**src/rtl/bh_run_ctrl_pkg.sv**
```systemverilog
// bh_run_ctrl_pkg: command, state, status and tape-owner encodings for the run controller
package bh_run_ctrl_pkg;

  typedef enum logic [1:0] {CMD_NOP, CMD_LOAD, CMD_RUN, CMD_DUMP} cmd_e;

  typedef enum logic [2:0] {S_IDLE, S_LOAD, S_CLEAR, S_RUN, S_DUMP} state_e;

  typedef enum logic [1:0] {ST_NONE, ST_EOP, ST_ABORT, ST_LIMIT} status_e;

  typedef enum logic [1:0] {OWN_NONE, OWN_CLEAR, OWN_CORE, OWN_DUMP} owner_e;

  // abort outranks end-of-program, which outranks the cycle limit
  function automatic status_e run_end_status(input logic abort, input logic eop);
    return abort ? ST_ABORT : eop ? ST_EOP : ST_LIMIT;
  endfunction

endpackage

```
**src/rtl/bh_tape_mux.sv**
```systemverilog
// bh_tape_mux: selects which agent drives the tape write/address port
module bh_tape_mux
  import bh_run_ctrl_pkg::*;
#(
  parameter int AW = 8,
  parameter int DW = 8
) (
  input  owner_e          i_owner,
  input  logic [AW-1:0]   i_clear_addr,
  input  logic            i_core_we,
  input  logic [AW-1:0]   i_core_addr,
  input  logic [DW-1:0]   i_core_data,
  input  logic [AW-1:0]   i_dump_addr,
  output logic            o_we,
  output logic [AW-1:0]   o_addr,
  output logic [DW-1:0]   o_wdata
);

  // clear writes zeros everywhere, core writes its own data, dump only reads
  always_comb begin
    o_we    = (i_owner == OWN_CLEAR) || ((i_owner == OWN_CORE) && i_core_we);
    o_addr  = (i_owner == OWN_CLEAR) ? i_clear_addr :
              (i_owner == OWN_CORE)  ? i_core_addr  :
              (i_owner == OWN_DUMP)  ? i_dump_addr  : '0;
    o_wdata = (i_owner == OWN_CORE) ? i_core_data : '0;
  end

endmodule

```
**src/rtl/bh_run_ctrl.sv**
```systemverilog
// bh_run_ctrl: host-side load / clear / run / dump controller for the brainhack core
module bh_run_ctrl
  import bh_run_ctrl_pkg::*;
#(
  parameter int PRG_ADDR_W  = 8,
  parameter int TAPE_ADDR_W = 8,
  parameter int TAPE_DATA_W = 8,
  parameter int INSTR_W     = 3,
  parameter int CYC_W       = 24
) (
  input  logic                   i_clock,
  input  logic                   i_reset_n,
  input  logic                   i_cmd_valid,
  input  logic [1:0]             i_cmd,
  input  logic [PRG_ADDR_W-1:0]  i_cmd_arg,
  output logic                   o_cmd_ready,
  input  logic                   i_host_valid,
  input  logic [7:0]             i_host_data,
  output logic                   o_host_ready,
  output logic                   o_out_valid,
  output logic [TAPE_DATA_W-1:0] o_out_data,
  input  logic                   i_out_ready,
  input  logic                   i_abort,
  output logic                   o_prgmem_we,
  output logic [PRG_ADDR_W-1:0]  o_prgmem_waddr,
  output logic [INSTR_W-1:0]     o_prgmem_wdata,
  input  logic [PRG_ADDR_W-1:0]  i_core_pc,
  output logic                   o_core_run,
  output logic                   o_core_rst,
  input  logic                   i_core_tape_we,
  input  logic [TAPE_ADDR_W-1:0] i_core_tape_addr,
  input  logic [TAPE_DATA_W-1:0] i_core_tape_data,
  output logic                   o_tape_we,
  output logic [TAPE_ADDR_W-1:0] o_tape_addr,
  output logic [TAPE_DATA_W-1:0] o_tape_wdata,
  input  logic [TAPE_DATA_W-1:0] i_tape_rdata,
  output logic                   o_done,
  output logic [1:0]             o_status,
  output logic [CYC_W-1:0]       o_cycles
);

  state_e                 state, state_n;
  owner_e                 owner;
  status_e                status;
  cmd_e                   cmd;
  logic [PRG_ADDR_W-1:0]  prg_len, waddr;
  logic [TAPE_ADDR_W-1:0] clr_addr, dump_addr, dump_end;
  logic                   cmd_go, load_empty, load_last, load_take;
  logic                   eop, lim, run_exit, dump_take;
  logic                   unused_hi;

  assign cmd        = cmd_e'(i_cmd);
  assign cmd_go     = i_cmd_valid && (state == S_IDLE);
  assign load_empty = waddr == prg_len;
  assign load_last  = (waddr + PRG_ADDR_W'(1)) == prg_len;
  assign load_take  = (state == S_LOAD) && i_host_valid && !load_empty;
  assign eop        = i_core_pc == prg_len;
  assign lim        = &o_cycles;
  assign run_exit   = (state == S_RUN) && (i_abort || eop || lim);
  assign dump_take  = (state == S_DUMP) && i_out_ready;
  assign unused_hi  = ^i_host_data[7:INSTR_W];

  assign o_cmd_ready    = state == S_IDLE;
  assign o_host_ready   = (state == S_LOAD) && !load_empty;
  assign o_prgmem_we    = load_take;
  assign o_prgmem_waddr = waddr;
  assign o_prgmem_wdata = i_host_data[INSTR_W-1:0];
  assign o_out_data     = (state == S_DUMP) ? i_tape_rdata : '0;
  assign o_status       = status;

  bh_tape_mux #(.AW(TAPE_ADDR_W), .DW(TAPE_DATA_W)) u_tape_mux (
    .i_owner      (owner),
    .i_clear_addr (clr_addr),
    .i_core_we    (i_core_tape_we && o_core_run),
    .i_core_addr  (i_core_tape_addr),
    .i_core_data  (i_core_tape_data),
    .i_dump_addr  (dump_addr),
    .o_we         (o_tape_we),
    .o_addr       (o_tape_addr),
    .o_wdata      (o_tape_wdata)
  );

  // state register
  always_ff @(posedge i_clock or negedge i_reset_n) begin
    if (!i_reset_n) state <= S_IDLE;
    else            state <= state_n;
  end

  // next state, tape ownership and core control
  always_comb begin
    state_n     = state;
    owner       = OWN_NONE;
    o_core_run  = 1'b0;
    o_core_rst  = 1'b0;
    o_out_valid = 1'b0;
    case (state)
      S_IDLE:  if (cmd_go) state_n = (cmd == CMD_LOAD) ? S_LOAD :
                                     (cmd == CMD_RUN)  ? S_CLEAR :
                                     (cmd == CMD_DUMP) ? S_DUMP : S_IDLE;
      S_LOAD:  if (i_abort || load_empty || (load_take && load_last)) state_n = S_IDLE;
      S_CLEAR: begin
        owner      = OWN_CLEAR;
        o_core_rst = 1'b1;
        state_n    = i_abort ? S_IDLE : (&clr_addr) ? S_RUN : S_CLEAR;
      end
      S_RUN: begin
        owner      = OWN_CORE;
        o_core_run = !run_exit;
        if (run_exit) state_n = S_IDLE;
      end
      S_DUMP: begin
        owner       = OWN_DUMP;
        o_out_valid = 1'b1;
        if (i_abort || (dump_take && (dump_addr == dump_end))) state_n = S_IDLE;
      end
      default: state_n = S_IDLE;
    endcase
  end

  // run completion pulse and sticky end status
  always_ff @(posedge i_clock or negedge i_reset_n) begin
    if (!i_reset_n) begin
      o_done <= 1'b0;
      status <= ST_NONE;
    end else begin
      o_done <= run_exit;
      if (run_exit) status <= run_end_status(i_abort, eop);
    end
  end

  // program length and load write address
  always_ff @(posedge i_clock or negedge i_reset_n) begin
    if (!i_reset_n) begin
      prg_len <= '0;
      waddr   <= '0;
    end else if (cmd_go && (cmd == CMD_LOAD)) begin
      prg_len <= i_cmd_arg;
      waddr   <= '0;
    end else if (load_take) begin
      waddr   <= waddr + PRG_ADDR_W'(1);
    end
  end

  // tape clear sweep address and run-cycle counter
  always_ff @(posedge i_clock or negedge i_reset_n) begin
    if (!i_reset_n) begin
      clr_addr <= '0;
      o_cycles <= '0;
    end else if (cmd_go && (cmd == CMD_RUN)) begin
      clr_addr <= '0;
      o_cycles <= '0;
    end else begin
      if (state == S_CLEAR) clr_addr <= clr_addr + TAPE_ADDR_W'(1);
      if (o_core_run)       o_cycles <= o_cycles + CYC_W'(1);
    end
  end

  // dump read address and last-cell index
  always_ff @(posedge i_clock or negedge i_reset_n) begin
    if (!i_reset_n) begin
      dump_addr <= '0;
      dump_end  <= '0;
    end else if (cmd_go && (cmd == CMD_DUMP)) begin
      dump_addr <= '0;
      dump_end  <= TAPE_ADDR_W'(i_cmd_arg);
    end else if (dump_take) begin
      dump_addr <= dump_addr + TAPE_ADDR_W'(1);
    end
  end

endmodule

```
**config.mk**
```make
export PLATFORM = sky130hd
export DESIGN_NAME = bh_run_ctrl
export DESIGN_NICKNAME = d
export VERILOG_FILES = /design/src/rtl/bh_run_ctrl_pkg.sv /design/src/rtl/bh_tape_mux.sv /design/src/rtl/bh_run_ctrl.sv
export SDC_FILE = /design/constraint.sdc
export NUM_CORES = 1
export LEC_CHECK = 0
export ABC_AREA = 1
export CORE_UTILIZATION = 45
export DETAILED_ROUTE_END_ITERATION = 8
export HOLD_SLACK_MARGIN = 0.15
export PLACE_DENSITY = 0.76
export SYNTH_ARGS = -nofsm -noshare
export SYNTH_HDL_FRONTEND = slang
export SYNTH_SLANG_ARGS = --single-unit
```
**constraint.sdc**
```tcl
create_clock -name i_clock -period 4.2 [get_ports i_clock]
set_input_delay 0.84 -clock i_clock [delete_from_list [all_inputs] [get_ports i_clock]]
set_output_delay 0.84 -clock i_clock [all_outputs]
set_load 0.01 [all_outputs]
```
=== Word level (Yosys, flattened, before mapping) ===
Cells that the tools add are included.

* Bits in registers: 70
* Input bits: 57
* Output and inout bits: 69
* Word-level logic and storage cells: 89

* Add/sub/neg operators: 4
* Equality and inequality tests: 18
* Mux-type cells: 29
* Reductions and logical operators: 29

{| class="wikitable"
|+ Operator list
! kind !! count
|-
| $mux W8 || 11
|-
| $mux W24 || 2
|-
| $eq A8 B8 Y1 || 4
|-
| $add A24 B1 Y24 const B || 1
|-
| $add A8 B1 Y8 const B || 3
|-
| $reduce_and A24 Y1 || 1
|-
| $mux W3 || 7
|-
| $pmux W3 S5 || 1
|-
| $logic_and A1 B1 Y1 || 13
|-
| $eq A2 B2 Y1 const B || 4
|-
| $reduce_and A8 Y1 || 1
|-
| $reduce_bool A2 Y1 || 4
|-
| $eq A3 B2 Y1 const B || 2
|-
| $logic_or A1 B1 Y1 || 6
|-
| $mux W2 || 3
|-
| $ne A2 B1 Y1 const B || 3
|-
| $pmux W2 S3 || 1
|-
| $eq A2 B1 Y1 const B || 2
|-
| $mux W1 || 4
|-
| $reduce_and A4 Y1 || 1
|-
| $eq A3 B1 Y1 const B || 1
|-
| $eq A3 B3 Y1 const B || 1
|-
| $logic_not A3 Y1 || 1
|-
| $logic_not A1 Y1 || 2
|-
| $ne A2 B2 Y1 const B || 1
|}

=== Depth between registers and ports, before layout ===
* Word-level depth: 9
* Gate-level depth with buffers: 16
* Mapped depth without buffers: 16

=== Cells and area by module ===
From an unflattened synthesis, not the netlist that was laid out.

* Cell total of the unflattened synthesis: 635
* Area total of the unflattened synthesis: 4590.7 µm²

{| class="wikitable"
|+ By module, submodules not included
! module !! times used !! cells each !! area an instance (µm²) !! sequential area each (µm²)
|-
| bh_run_ctrl || 1 || 577 || 4246.6 || 1751.7
|-
| bh_tape_mux || 1 || 58 || 344.1 || 0.0
|}

=== Worst setup path before layout ===
No wires, ideal clock.

* Kind: input port to output port
* Start point: input port i_core_pc[0]
* End point: output port o_tape_we
* Data arrival time: 1.830 ns
* Data required time: 3.360 ns
* Slack: 1.530 ns
* Stages: 10
* Buffers on the path: 1
* Path through: inv_1 or2_2 nand4_1 nor2_1 nand2_1 nand4_4 inv_2 buf_6 nand2_1 nand2_1

* Longest elaborated chain between the ends: 9

{| class="wikitable"
|+ Ends and longest elaborated chain
! item !! RTL line !! text
|-
| start, declared || bh_run_ctrl.sv:27 || <nowiki>input logic [PRG_ADDR_W-1:0] i_core_pc,</nowiki>
|-
| $eq A8 B8 Y1 || bh_run_ctrl.sv:57 || <nowiki>assign eop = i_core_pc == prg_len;</nowiki>
|-
| $logic_or A1 B1 Y1 (2 in a row) || bh_run_ctrl.sv:59 || <nowiki>assign run_exit = (state == S_RUN) && (i_abort || eop || lim);</nowiki>
|-
| $logic_and A1 B1 Y1 || bh_run_ctrl.sv:59 ||
|-
| $logic_not A1 Y1 || bh_run_ctrl.sv:108 || <nowiki>o_core_run = !run_exit;</nowiki>
|-
| $mux W1 || bh_run_ctrl.sv:96 || <nowiki>case (state)</nowiki>
|-
| named net o_core_run || bh_run_ctrl.sv:28 || <nowiki>output logic o_core_run,</nowiki>
|-
| $logic_and A1 B1 Y1 || bh_run_ctrl.sv:74 || <nowiki>.i_core_we (i_core_tape_we && o_core_run),</nowiki>
|-
| $logic_and A1 B1 Y1 || bh_tape_mux.sv:21 || <nowiki>o_we = (i_owner == OWN_CLEAR) || ((i_owner == OWN_CORE) && i_core_we);</nowiki>
|-
| $logic_or A1 B1 Y1 || bh_tape_mux.sv:21 ||
|-
| end, declared || bh_run_ctrl.sv:33 || <nowiki>output logic o_tape_we,</nowiki>
|}

The timed path passes the listed nets, and every way through them passes these cells.

=== Worst setup path in the final report ===
* Start point: input port i_core_pc[0]
* End point: output port o_tape_we

* Longest elaborated chain between the ends: 9

{| class="wikitable"
|+ Ends and longest elaborated chain
! item !! RTL line
|-
| $eq A8 B8 Y1 || bh_run_ctrl.sv:57
|-
| $logic_or A1 B1 Y1 (2 in a row) || bh_run_ctrl.sv:59
|-
| $logic_and A1 B1 Y1 || bh_run_ctrl.sv:59
|-
| $logic_not A1 Y1 || bh_run_ctrl.sv:108
|-
| $mux W1 || bh_run_ctrl.sv:96
|-
| $logic_and A1 B1 Y1 || bh_run_ctrl.sv:74
|-
| $logic_and A1 B1 Y1 || bh_tape_mux.sv:21
|-
| $logic_or A1 B1 Y1 || bh_tape_mux.sv:21
|}

No other way between the ends.

==> results.rst <==
.. list-table::
   :header-rows: 1

   * - Metric
     - Value
   * - Final setup fails
     - 0
   * - Required time of the critical path
     - 3.36 ns
   * - Crit path max-delay family
     - buffers and inverters
   * - CP Class
     - in -> out
   * - Ports placed on the boundary
     - 126
   * - CP Capture Type
     - output pin
   * - Chip Width
     - 102 um
   * - Crit path top cell by count
     - sky130_fd_sc_hd__nand2_1
   * - Routing usage on met1
     - 33.7%
   * - Met3 track demand over resource in global routing
     - 4.97%
   * - Hold Path Stages
     - 2
   * - Post-synthesis area per instance
     - 7.05 um2
   * - Headroom to the max-slew limit
     - 53.9%
   * - Arrival time of the worst setup path
     - 2.87 ns
   * - Area share of the largest cell type after synthesis
     - 39.2%
   * - Utilization after layout
     - 62.5%
   * - # nets final
     - 805
   * - Buffer cell driving the clock tree root
     - sky130_fd_sc_hd__clkbuf_8
   * - Die outline height
     - 102 um
   * - Final routed wirelength across all metal layers
     - 12300 um
   * - Effective utilization at floorplan
     - 47.4%
   * - Number of detailed-routing iterations run before antenna repair
     - 5
   * - Pin count of the biggest net entering global routing
     - 43
   * - Post-detailed-route count of antenna-violating nets
     - 0
   * - Maximum ir drop on the vdd rail
     - 0.000202 V
   * - Delay of the slowest cell on the worst path
     - 0.53 ns
   * - Detailed-placement wirelength estimate
     - 9510 um
   * - Number of antenna repair diodes
     - 0
   * - Synthesized area
     - 4460 um2
   * - Fraction of final layout cells with drive strength greater than 1
     - 5.88%
   * - Total clock buffers created by CTS
     - 9
   * - Initial DRC count
     - 278
   * - Power per cell area
     - 462 nW/um2
   * - Number of global-route vias before repair
     - 4487
   * - Sum of internal, switching and leakage power
     - 2.72 mW
   * - Period utilization
     - 88.4%
   * - Drc violations
     - 0
   * - Most used routing layer
     - met2
   * - Sum of overflow across all layers after global routing
     - 0
   * - Overall Global Routing Usage
     - 25.7%
   * - WP buf/inv
     - 4
   * - Worst Reg-to-Reg Cells
     - 12
   * - Outcome
     - completed
   * - Total negative setup slack
     - 0 ns
   * - Initial antenna violation count
     - 0
   * - Final instance area
     - 5880 um2
   * - Clock tree from TritonCTS
     - done
   * - Synth Instances
     - 633
   * - Core area
     - 9420 um2
   * - Post-synth net total
     - 694
   * - Quantity of I/O buffers inserted on ports
     - 114
   * - Number of slew-limit violations in the final report
     - 0
   * - Global-route wire length before repair
     - 20700 um
   * - Hold WC Path Type
     - reg -> reg
   * - Worst setup startpoint
     - i_core_pc[0]
   * - Post-synthesis cell type with the largest combined area
     - sky130_fd_sc_hd__dfrtp_1
   * - Row Count
     - 35
   * - Final Hold Fails
     - 0
   * - Placement-stage worst setup slack
     - 0.480 ns
   * - Crit Reg-Reg Startpoint
     - o_cycles[1]
   * - Top achievable clock speed
     - 0.269 GHz
   * - Maximum root-to-sink buffer count
     - 2
   * - Transition at the pin with the smallest max-transition slack
     - 0.692 ns
   * - Max-cap violations
     - 0
   * - Chain of cells forming the critical path
     - clkdlybuf4s50_1 -> inv_1 -> or2_2 -> nand4_1 -> nor2_1 -> nand2_1 -> nand4_4 -> inv_2 -> nand2_1 -> nand2_1 -> clkdlybuf4s50_1
   * - Sort of element at the start of the critical path
     - input pin
   * - Cells after DPL
     - 862
   * - Clock skew after layout
     - 0.0107 ns
   * - Worst hold slack
     - 0.488 ns
   * - Final cell count without fillers
     - 877
   * - GR Util met2
     - 42.7%
   * - Number of buffers inserted for hold repair after clock tree synthesis
     - 0
   * - Total die area
     - 10300 um2
   * - Worst setup path end
     - o_tape_we
   * - Critical-path maximum fanout
     - 11
   * - Count of synthesis-stage warnings from yosys
     - 0
   * - Final critical-path setup slack
     - 0.487 ns
   * - Post-synthesis register bit count
     - 70
   * - Gpl congestion
     - 0.912
   * - Sequential area share after synthesis
     - 39.2%
   * - Number of vias in the routed layout
     - 4562
   * - Number of logic stages on the critical path including buffering
     - 11
   * - Clock transition at the registers of the reported paths
     - 0.07 ns
   * - Worst setup slack for register-to-register paths
     - 1.81 ns
   * - Unique masters post-synth
     - 40
   * - Largest cells by area after synthesis
     - sky130_fd_sc_hd__dfrtp_1, sky130_fd_sc_hd__nand2_1, sky130_fd_sc_hd__inv_1
   * - Critical path's slowest cell
     - sky130_fd_sc_hd__clkdlybuf4s50_1
   * - Leakage power
     - 2.68 nW
   * - Placement Cell Area
     - 5680 um2
   * - Shortest clock period the worst path allows after layout
     - 3.71 ns
   * - Reg-to-reg endpoint
     - o_cycles[0]
   * - Depth of the CTS H-tree
     - 3
   * - Clock latency on the worst-skew pair
     - 0.35 ns
   * - Layout Area Growth over Synthesis
     - 31.8%
   * - Unrepaired setup endpoints after global routing
     - no
   * - Post-CTS Setup Bufs
     - 0
   * - Average detailed-routed wire length per instance
     - 14.1 um
   * - CTS-repair resized insts
     - 0
   * - Avg Vias per Cell
     - 5.20
   * - Total clock sinks
     - 70
## kinds of logic after synthesis
logic type	after synthesis	synth area share (%)
buffers and inverters	122	11.1
DFF	70	39.2
adders and majority gates	4	1.12
AOI/OAI and AO/OA	86	11.0
xor gates and xnor gates	21	4.12
and+or+nand+nor	330	33.4
## sequential cells by signal, indices dropped and copies added, names as in the netlist
| signal | count |
|---|---|
| o_done | 1 |
| dump_end | 8 |
| state | 3 |
| prg_len | 8 |
| o_prgmem_waddr | 8 |
| o_cycles | 24 |
| dump_addr | 8 |
| clr_addr | 8 |
| o_status | 2 |
## metal layers
metal  up-vias  part of all wire (%)
li1       2252                     -
met1      2112                    45
met2       180                    47
met3        18                   6.9
met4         0                   1.5
met5         -                     0
## placed cells by master (no fill, tap or decap), types with 4 or more instances in the layout
cell                              netlist  final
sky130_fd_sc_hd__o21ai_1                6      6
sky130_fd_sc_hd__nand4_1               14     14
sky130_fd_sc_hd__clkbuf_8               0      9
sky130_fd_sc_hd__inv_1                 98     98
sky130_fd_sc_hd__o31ai_1                9      9
sky130_fd_sc_hd__xnor2_1                9      9
sky130_fd_sc_hd__nor3_1                16     16
sky130_fd_sc_hd__nand2_1              158    158
sky130_fd_sc_hd__nor2_1                75     75
sky130_fd_sc_hd__nand3_1               41     41
sky130_fd_sc_hd__o21ai_0               37     37
sky130_fd_sc_hd__ha_1                   4      4
sky130_fd_sc_hd__o211ai_1               5      5
sky130_fd_sc_hd__inv_2                  7      7
sky130_fd_sc_hd__clkdlybuf4s50_1        0    113
sky130_fd_sc_hd__dfrtp_1               70     70
sky130_fd_sc_hd__xor2_1                12     12
sky130_fd_sc_hd__a21oi_1               19     19
sky130_fd_sc_hd__o22ai_1                4      4
sky130_fd_sc_hd__nand2_2                4      4
## power by group
part / switching, mW / total, mW / internal (mW)
Combinational: 0.600 / 1.09 / 0.487
Sequential: 0.200 / 1.04 / 0.845
Clock: 0.255 / 0.583 / 0.328
## how the worst min path moves through the flow
stage	startpoint	endpoint	slack [ns]
after global placement	o_status[0]	o_status[0]	0.47
after floorplan	dump_end[3]	dump_end[3]	0.47
after CTS	o_status[1]	o_status[1]	0.49
after detailed placement	o_status[1]	o_status[1]	0.47
final	o_status[1]	o_status[1]	0.49
after global routing	o_status[1]	o_status[1]	0.51
## worst reg2reg max path, stage by stage (launching register included)
cell	delay, ns
sky130_fd_sc_hd__dfrtp_1	0.42
sky130_fd_sc_hd__ha_1	0.27
sky130_fd_sc_hd__nand2_1	0.11
sky130_fd_sc_hd__nor2_2	0.27
sky130_fd_sc_hd__nand2_2	0.13
sky130_fd_sc_hd__nor2_4	0.14
sky130_fd_sc_hd__nand2_2	0.08
sky130_fd_sc_hd__nand4_4	0.09
sky130_fd_sc_hd__buf_4	0.22
sky130_fd_sc_hd__nand2_4	0.16
sky130_fd_sc_hd__inv_2	0.23
sky130_fd_sc_hd__nor2_1	0.07
sky130_fd_sc_hd__a21oi_1	0.12
## cells in the mapped netlist, drive strengths merged
master  instances
or2             4
nand4          16
o22ai           4
o21bai          1
xnor2           9
o31ai           9
nand2         163
nand3          43
buf            11
inv           105
nand3b          2
nor4            3
o211ai          5
clkbuf          6
a221o           2
and2            1
a211oi          1
a22oi           1
ha              4
nor3           19
o21ai          43
nor2           79
xor2           12
o221ai          1
a21oi          19
dfrtp          70
## cell type report
cell class                      count  area [um2]
Fill cell                         825        3530
Multi-Input combinational cell    441        2210
Sequential cell                    70        1750
Timing Repair Buffer              117        1160
Inverter                          105         394
Tap cell                          129         161
Clock buffer                       10         128
Clock inverter                      5        75.1
Note: power is estimated with default switching activity, not from simulation.
